$ cat src/rtl/program_memory_fetch.sv
// rtl/program_memory_fetch.sv - instruction ROM fetch with valid/ready request and response FIFO (optional PROGMEM_ERR_TRAP_EN)
module program_memory_fetch #(
    parameter int                    DATA_WIDTH   = 32,
    parameter int                    ADDR_WIDTH   = 32,
    parameter int                    MEMORY_DEPTH = 64,
    parameter logic [ADDR_WIDTH-1:0] BASE_ADDR    = 32'h0040_0000,
    parameter int                    RESP_DEPTH   = 2,
    parameter logic [DATA_WIDTH-1:0] INIT_BASE    = 32'h1000_0000
) (
    input  logic                  clk,
    input  logic                  reset,
    input  logic                  req_valid,
    output logic                  req_ready,
    input  logic [ADDR_WIDTH-1:0] req_addr,
    output logic                  resp_valid,
    input  logic                  resp_ready,
    output logic [DATA_WIDTH-1:0] resp_instr,
    output logic [ADDR_WIDTH-1:0] resp_addr,
    output logic                  resp_err
);

    localparam int IDX_W = $clog2(MEMORY_DEPTH);
    localparam int PTR_W = $clog2(RESP_DEPTH);
    localparam int CNT_W = PTR_W + 1;

    // Program image: word k holds INIT_BASE + k; read-only, no write port.
    logic [DATA_WIDTH-1:0] rom [MEMORY_DEPTH];

    genvar k;
    generate
        for (k = 0; k < MEMORY_DEPTH; k++) begin : g_rom
            assign rom[k] = INIT_BASE + DATA_WIDTH'(k);
        end
    endgenerate

    // Rebase to the text segment; the subtraction wraps modulo 2^ADDR_WIDTH.
    logic [ADDR_WIDTH-1:0] off;
    logic [IDX_W-1:0]      idx;
    logic [DATA_WIDTH-1:0] fetch_instr;

    assign off = req_addr - BASE_ADDR;
    assign idx = off[IDX_W+1:2];

`ifdef PROGMEM_ERR_TRAP_EN
    logic fetch_err;
    assign fetch_err   = (off[1:0] != 2'b00) || (off[ADDR_WIDTH-1:IDX_W+2] != '0);
    assign fetch_instr = fetch_err ? '0 : rom[idx];
`else
    // Without trapping, low bits are ignored and the index wraps over the ROM.
    logic unused_off;
    assign unused_off  = ^{off[1:0], off[ADDR_WIDTH-1:IDX_W+2]};
    assign fetch_instr = rom[idx];
`endif

    // Response FIFO storage and bookkeeping.
    logic [DATA_WIDTH-1:0] instr_mem [RESP_DEPTH];
    logic [ADDR_WIDTH-1:0] addr_mem  [RESP_DEPTH];
`ifdef PROGMEM_ERR_TRAP_EN
    logic                  err_mem   [RESP_DEPTH];
`endif
    logic [PTR_W-1:0]      rd_ptr;
    logic [PTR_W-1:0]      wr_ptr;
    logic [CNT_W-1:0]      count;
    logic [CNT_W-1:0]      count_nxt;
    logic                  ready_q;
    logic                  push;
    logic                  pop;

    assign push       = req_valid && ready_q;
    assign pop        = (count != '0) && resp_ready;
    assign req_ready  = ready_q;
    assign resp_valid = (count != '0);
    assign resp_instr = instr_mem[rd_ptr];
    assign resp_addr  = addr_mem[rd_ptr];
`ifdef PROGMEM_ERR_TRAP_EN
    assign resp_err   = err_mem[rd_ptr];
`else
    assign resp_err   = 1'b0;
`endif

    // Occupancy after this edge's push/pop.
    always_comb begin
        count_nxt = count;
        case ({push, pop})
            2'b10:   count_nxt = count + CNT_W'(1);
            2'b01:   count_nxt = count - CNT_W'(1);
            default: count_nxt = count;
        endcase
    end

    // FIFO write/pop; ready is registered from next occupancy so a pop at full frees the slot a cycle later.
    always_ff @(posedge clk or negedge reset) begin
        if (!reset) begin
            rd_ptr  <= '0;
            wr_ptr  <= '0;
            count   <= '0;
            ready_q <= 1'b0;
            for (int i = 0; i < RESP_DEPTH; i++) begin
                instr_mem[i] <= '0;
                addr_mem[i]  <= '0;
`ifdef PROGMEM_ERR_TRAP_EN
                err_mem[i]   <= 1'b0;
`endif
            end
        end else begin
            if (push) begin
                instr_mem[wr_ptr] <= fetch_instr;
                addr_mem[wr_ptr]  <= req_addr;
`ifdef PROGMEM_ERR_TRAP_EN
                err_mem[wr_ptr]   <= fetch_err;
`endif
                wr_ptr            <= wr_ptr + PTR_W'(1);
            end else if (pop && (count == CNT_W'(1))) begin
                // Draining the last entry: copy it forward so the head keeps showing the last response.
                instr_mem[rd_ptr + PTR_W'(1)] <= instr_mem[rd_ptr];
                addr_mem[rd_ptr + PTR_W'(1)]  <= addr_mem[rd_ptr];
`ifdef PROGMEM_ERR_TRAP_EN
                err_mem[rd_ptr + PTR_W'(1)]   <= err_mem[rd_ptr];
`endif
            end
            if (pop) begin
                rd_ptr <= rd_ptr + PTR_W'(1);
            end
            count   <= count_nxt;
            ready_q <= (count_nxt < CNT_W'(RESP_DEPTH));
        end
    end

endmodule

$ cat config.mk
export PLATFORM = sky130hd
export DESIGN_NAME = program_memory_fetch
export DESIGN_NICKNAME = d
export VERILOG_FILES = /design/src/rtl/program_memory_fetch.sv
export SDC_FILE = /design/constraint.sdc
export NUM_CORES = 1
export LEC_CHECK = 0
export ABC_AREA = 1
export CAP_MARGIN = 5
export CORE_ASPECT_RATIO = 0.6
export CORE_MARGIN = 2
export CORE_UTILIZATION = 45
export CTS_CLUSTER_DIAMETER = 120
export DETAILED_ROUTE_END_ITERATION = 6
export PLACE_DENSITY = 0.63
export SYNTH_ARGS = -nofsm -noshare
export SYNTH_HDL_FRONTEND = slang
export SYNTH_SLANG_ARGS = --single-unit
$ cat constraint.sdc
create_clock -name clk -period 2.2 [get_ports clk]
set_input_delay 0.22 -clock clk [delete_from_list [all_inputs] [get_ports clk]]
set_output_delay 0.22 -clock clk [all_outputs]
set_load 0.005 [all_outputs]
==> results_dict.tcl, run 1 <==
set metrics [dict create \
    outcome "complete, no violations" \
    hold_viol 0 \
    overflow 0 \
    ys_seq_area_share_pct 41.4 \
    syn-num-nets 1275 \
    vdd_ir_drop_max_mv 0.801 \
    maxSlewViolCount 0 \
    die_x_um 177 \
    p_seq_share_pct 28.6 \
    final_common_cell "nand2_1" \
    postLayoutCoreUtil_pct 57.9 \
    cp.required_ps 1980 \
    avgSynthCellArea_um2 6.51 \
    dieArea_um2 19000 \
    wire_per_inst_um 14.8 \
    p_per_area_nw_per_um2 1110 \
    ant_nets 0 \
    cts_made_buffers 17 \
    h-tree-depth 4 \
    drt-total-wl_um 22800 \
    r2r_end "instr_mem[2]" \
    critPathCaptureType "output port" \
    die_h_um 108 \
    track_usage_pct 25.1 \
    clockPowerShare_pct 26.6 \
    p_total_mw 11.1 \
    fin_nets 1337 \
    cts_tree "built" \
    synth-seq-cells 133 \
    power.leakage_nw 6.30 \
    insertedDiodeCount 0 \
    path_class "flop to output port" \
    skew_ps 13.1 \
    io_buffer_count 101 \
    clock-sinks 133 \
    synth-edff-count 0 \
    critical_path.max_fanout 27 \
    cp-start-kind "flop" \
    hp-class "input pin to async pin" \
    netSwitchingFraction_pct 42.4 \
    fp.coreArea_um2 17300 \
    area_growth_pct 24.6 \
    dr.pass1.iters 5 \
    synth_cells 1235 \
    grt_pass1_wl_um 37600 \
    synth.distinct_cells 19 \
    tns_ps 0 \
    gp_congestion 0.813 \
    power_frac_comb_pct 44.8 \
    path_cells "clkinv_8 -> buf_16 -> nand2_1 -> nand2_1 -> clkdlybuf4s50_1" \
    grt_pass1_vias 7172 \
    yosys_warnings 0 \
    crit_arrival_ps 1960 \
    clk_pin_slew_ps 60 \
    crit_top_cell "nand2_1" \
    async_flop_share_pct 100 \
    fin_crit_sh_pct 99.1 \
    hpwl_um 12800 \
    final.min_clock_period_ps 2180 \
    clk_latency_ps 420 \
    r2r_cells 8 \
    dr_total_vias 7802 \
    cpPeakStageDelay_ps 560 \
    synthFlopType "dfrtp_1" \
    finalSetupViolations 0 \
    vias_per_cell 5.05 \
    io_pins 103 \
    tightestPinTransition_ps 506 \
    drt-initial-drc-count 734 \
    clockRootBuffer "clkbuf_16" \
    rows 37 \
    drc 0 \
    grt_antenna_before_repair 1 \
    p_int_mw 6.38 \
    clock_path_buffers 2 \
    drive_gt1_share_pct 7.02 \
    worstReg2RegStart "rd_ptr" \
    start_util_pct 46.4 \
    syn_area_um2 8040 \
    p_switching_mw 4.71 \
    crit_slowest_cell "dfrtp_4" \
    grt_max_degree 70 \
    rsz0062_at_grt "true" \
    slew_headroom_pct 66.2 \
    worst-r2r-setup-slack_ps 360 \
    maxCapViolCount 0 \
    fmax_mhz 459 \
    mostFrequentLayoutCells "nand2_1 (623), nand3_1 (199), dfrtp_1 (131), nor2_1 (82), inv_1 (72)" \
]
[flip-flops by register name, summed over array words and instances, names as in the netlist, named ones only]
signal / count
instr_mem: 64
wr_ptr: 1
count: 1
rd_ptr: 1
req_ready: 1
addr_mem: 64
[layout make-up]
type                       instances  area, um^2
sequential                       133        3330
timing repair buffer             135        1580
inverter                          74         293
clock inverter                    15         178
multi-input combinational        936        3910
clock buffer                      17         425
tap                              234         293
fill                            1629        7300
[metrics by stage]
stage               worst slack (ps)  cell area, um^2  hold WS, ps  instances
floorplan                        654             8040        -75.6       1235
global placement                 216             9160          183       1505
detailed placement               215             9160          180       1505
CTS                            0.576             9900          319       1543
global route                   -47.9            10000          330       1544
finish                          19.1            10000          300       1544
[cells in the mapped netlist (2+ instances only)]
master / number / share of area, %
buf_2: 57 / 3.5
buf_4: 14 / 1.3
buf_6: 9 / 1.3
clkbuf_1: 11 / 0.51
dfrtp_1: 133 / 41
ha_1: 4 / 0.62
inv_1: 72 / 3.4
inv_2: 2 / 0.093
nand2_1: 629 / 29
nand2_2: 4 / 0.31
nand2_4: 2 / 0.28
nand3_1: 199 / 12
nand3_2: 10 / 1.2
nor2_1: 82 / 3.8
o21ai_0: 3 / 0.19
[power groups by stage]
stage	combinational [mW]	sequential [mW]	clock, mW
6_report	4.97	3.17	2.95
5_1_grt	5.47	3.22	3.10
4_1_cts	4.92	3.16	2.99
3_5_place_dp	4.60	3.17	0
3_3_place_gp	4.59	3.18	0
2_1_floorplan	3.09	3.07	0
[worst max path at each step]
stage,start,to,slack [ps],depth (start not counted)
global placement,req_valid,req_ready,220,7
finish,rd_ptr,resp_instr[28],20,5
detailed placement,req_valid,req_ready,210,8
global route,rd_ptr,resp_instr[28],-50,5
CTS,rd_ptr,resp_instr[8],0.6,5
floorplan,req_ready,req_ready,650,8
[critical path, delay by kind of cell, from the launching register on]
kind                   cells  cell delay, ps
AND/OR/NAND/NOR            2             140
buffers and inverters      3             810
flip-flops                 1             560
[routing by layer]
layer	vias to the layer above	routed length, um	GRT usage (%)
met3	18	1690	5.51
li1	3920	-	-
met2	274	9630	36.0
met1	3588	11200	38.1
met4	2	220	6.02
met5	-	13	0
[what timing repair did]
action                     4_1_cts  5_1_grt
hold buffers                     1        0
resized for setup                9       37
setup endpoints to repair       61       56
buffers inserted                 3        0
gates cloned                     2        2
hold endpoints to repair        42        0
[cell families (layout without fill, tap and decap cells)]
family | Yosys count | in the layout | share of synthesized area (%)
and+or+nand+nor | 926 | 926 | 47.4
adders and majority gates | 4 | 4 | 0.622
AOI/OAI and AO/OA | 4 | 4 | 0.280
xor gates and xnor gates | 1 | 1 | 0.109
DFF | 133 | 133 | 41.4
other | 1 | 1 | 0.0466
buffers and inverters | 166 | 241 | 10.1
(Power assumes the default switching activity.)
==> inputs of run 2 (changes only) <==
--- a/config.mk
+++ b/config.mk
@@ -12,6 +12,7 @@
 export CORE_UTILIZATION = 45
 export CTS_CLUSTER_DIAMETER = 120
 export DETAILED_ROUTE_END_ITERATION = 6
+export GPL_ROUTABILITY_DRIVEN = 0
 export PLACE_DENSITY = 0.63
 export SYNTH_ARGS = -nofsm -noshare
 export SYNTH_HDL_FRONTEND = slang
==> results of run 2 <==
The final DEF is identical to that of run 1; final timing and power are the same.
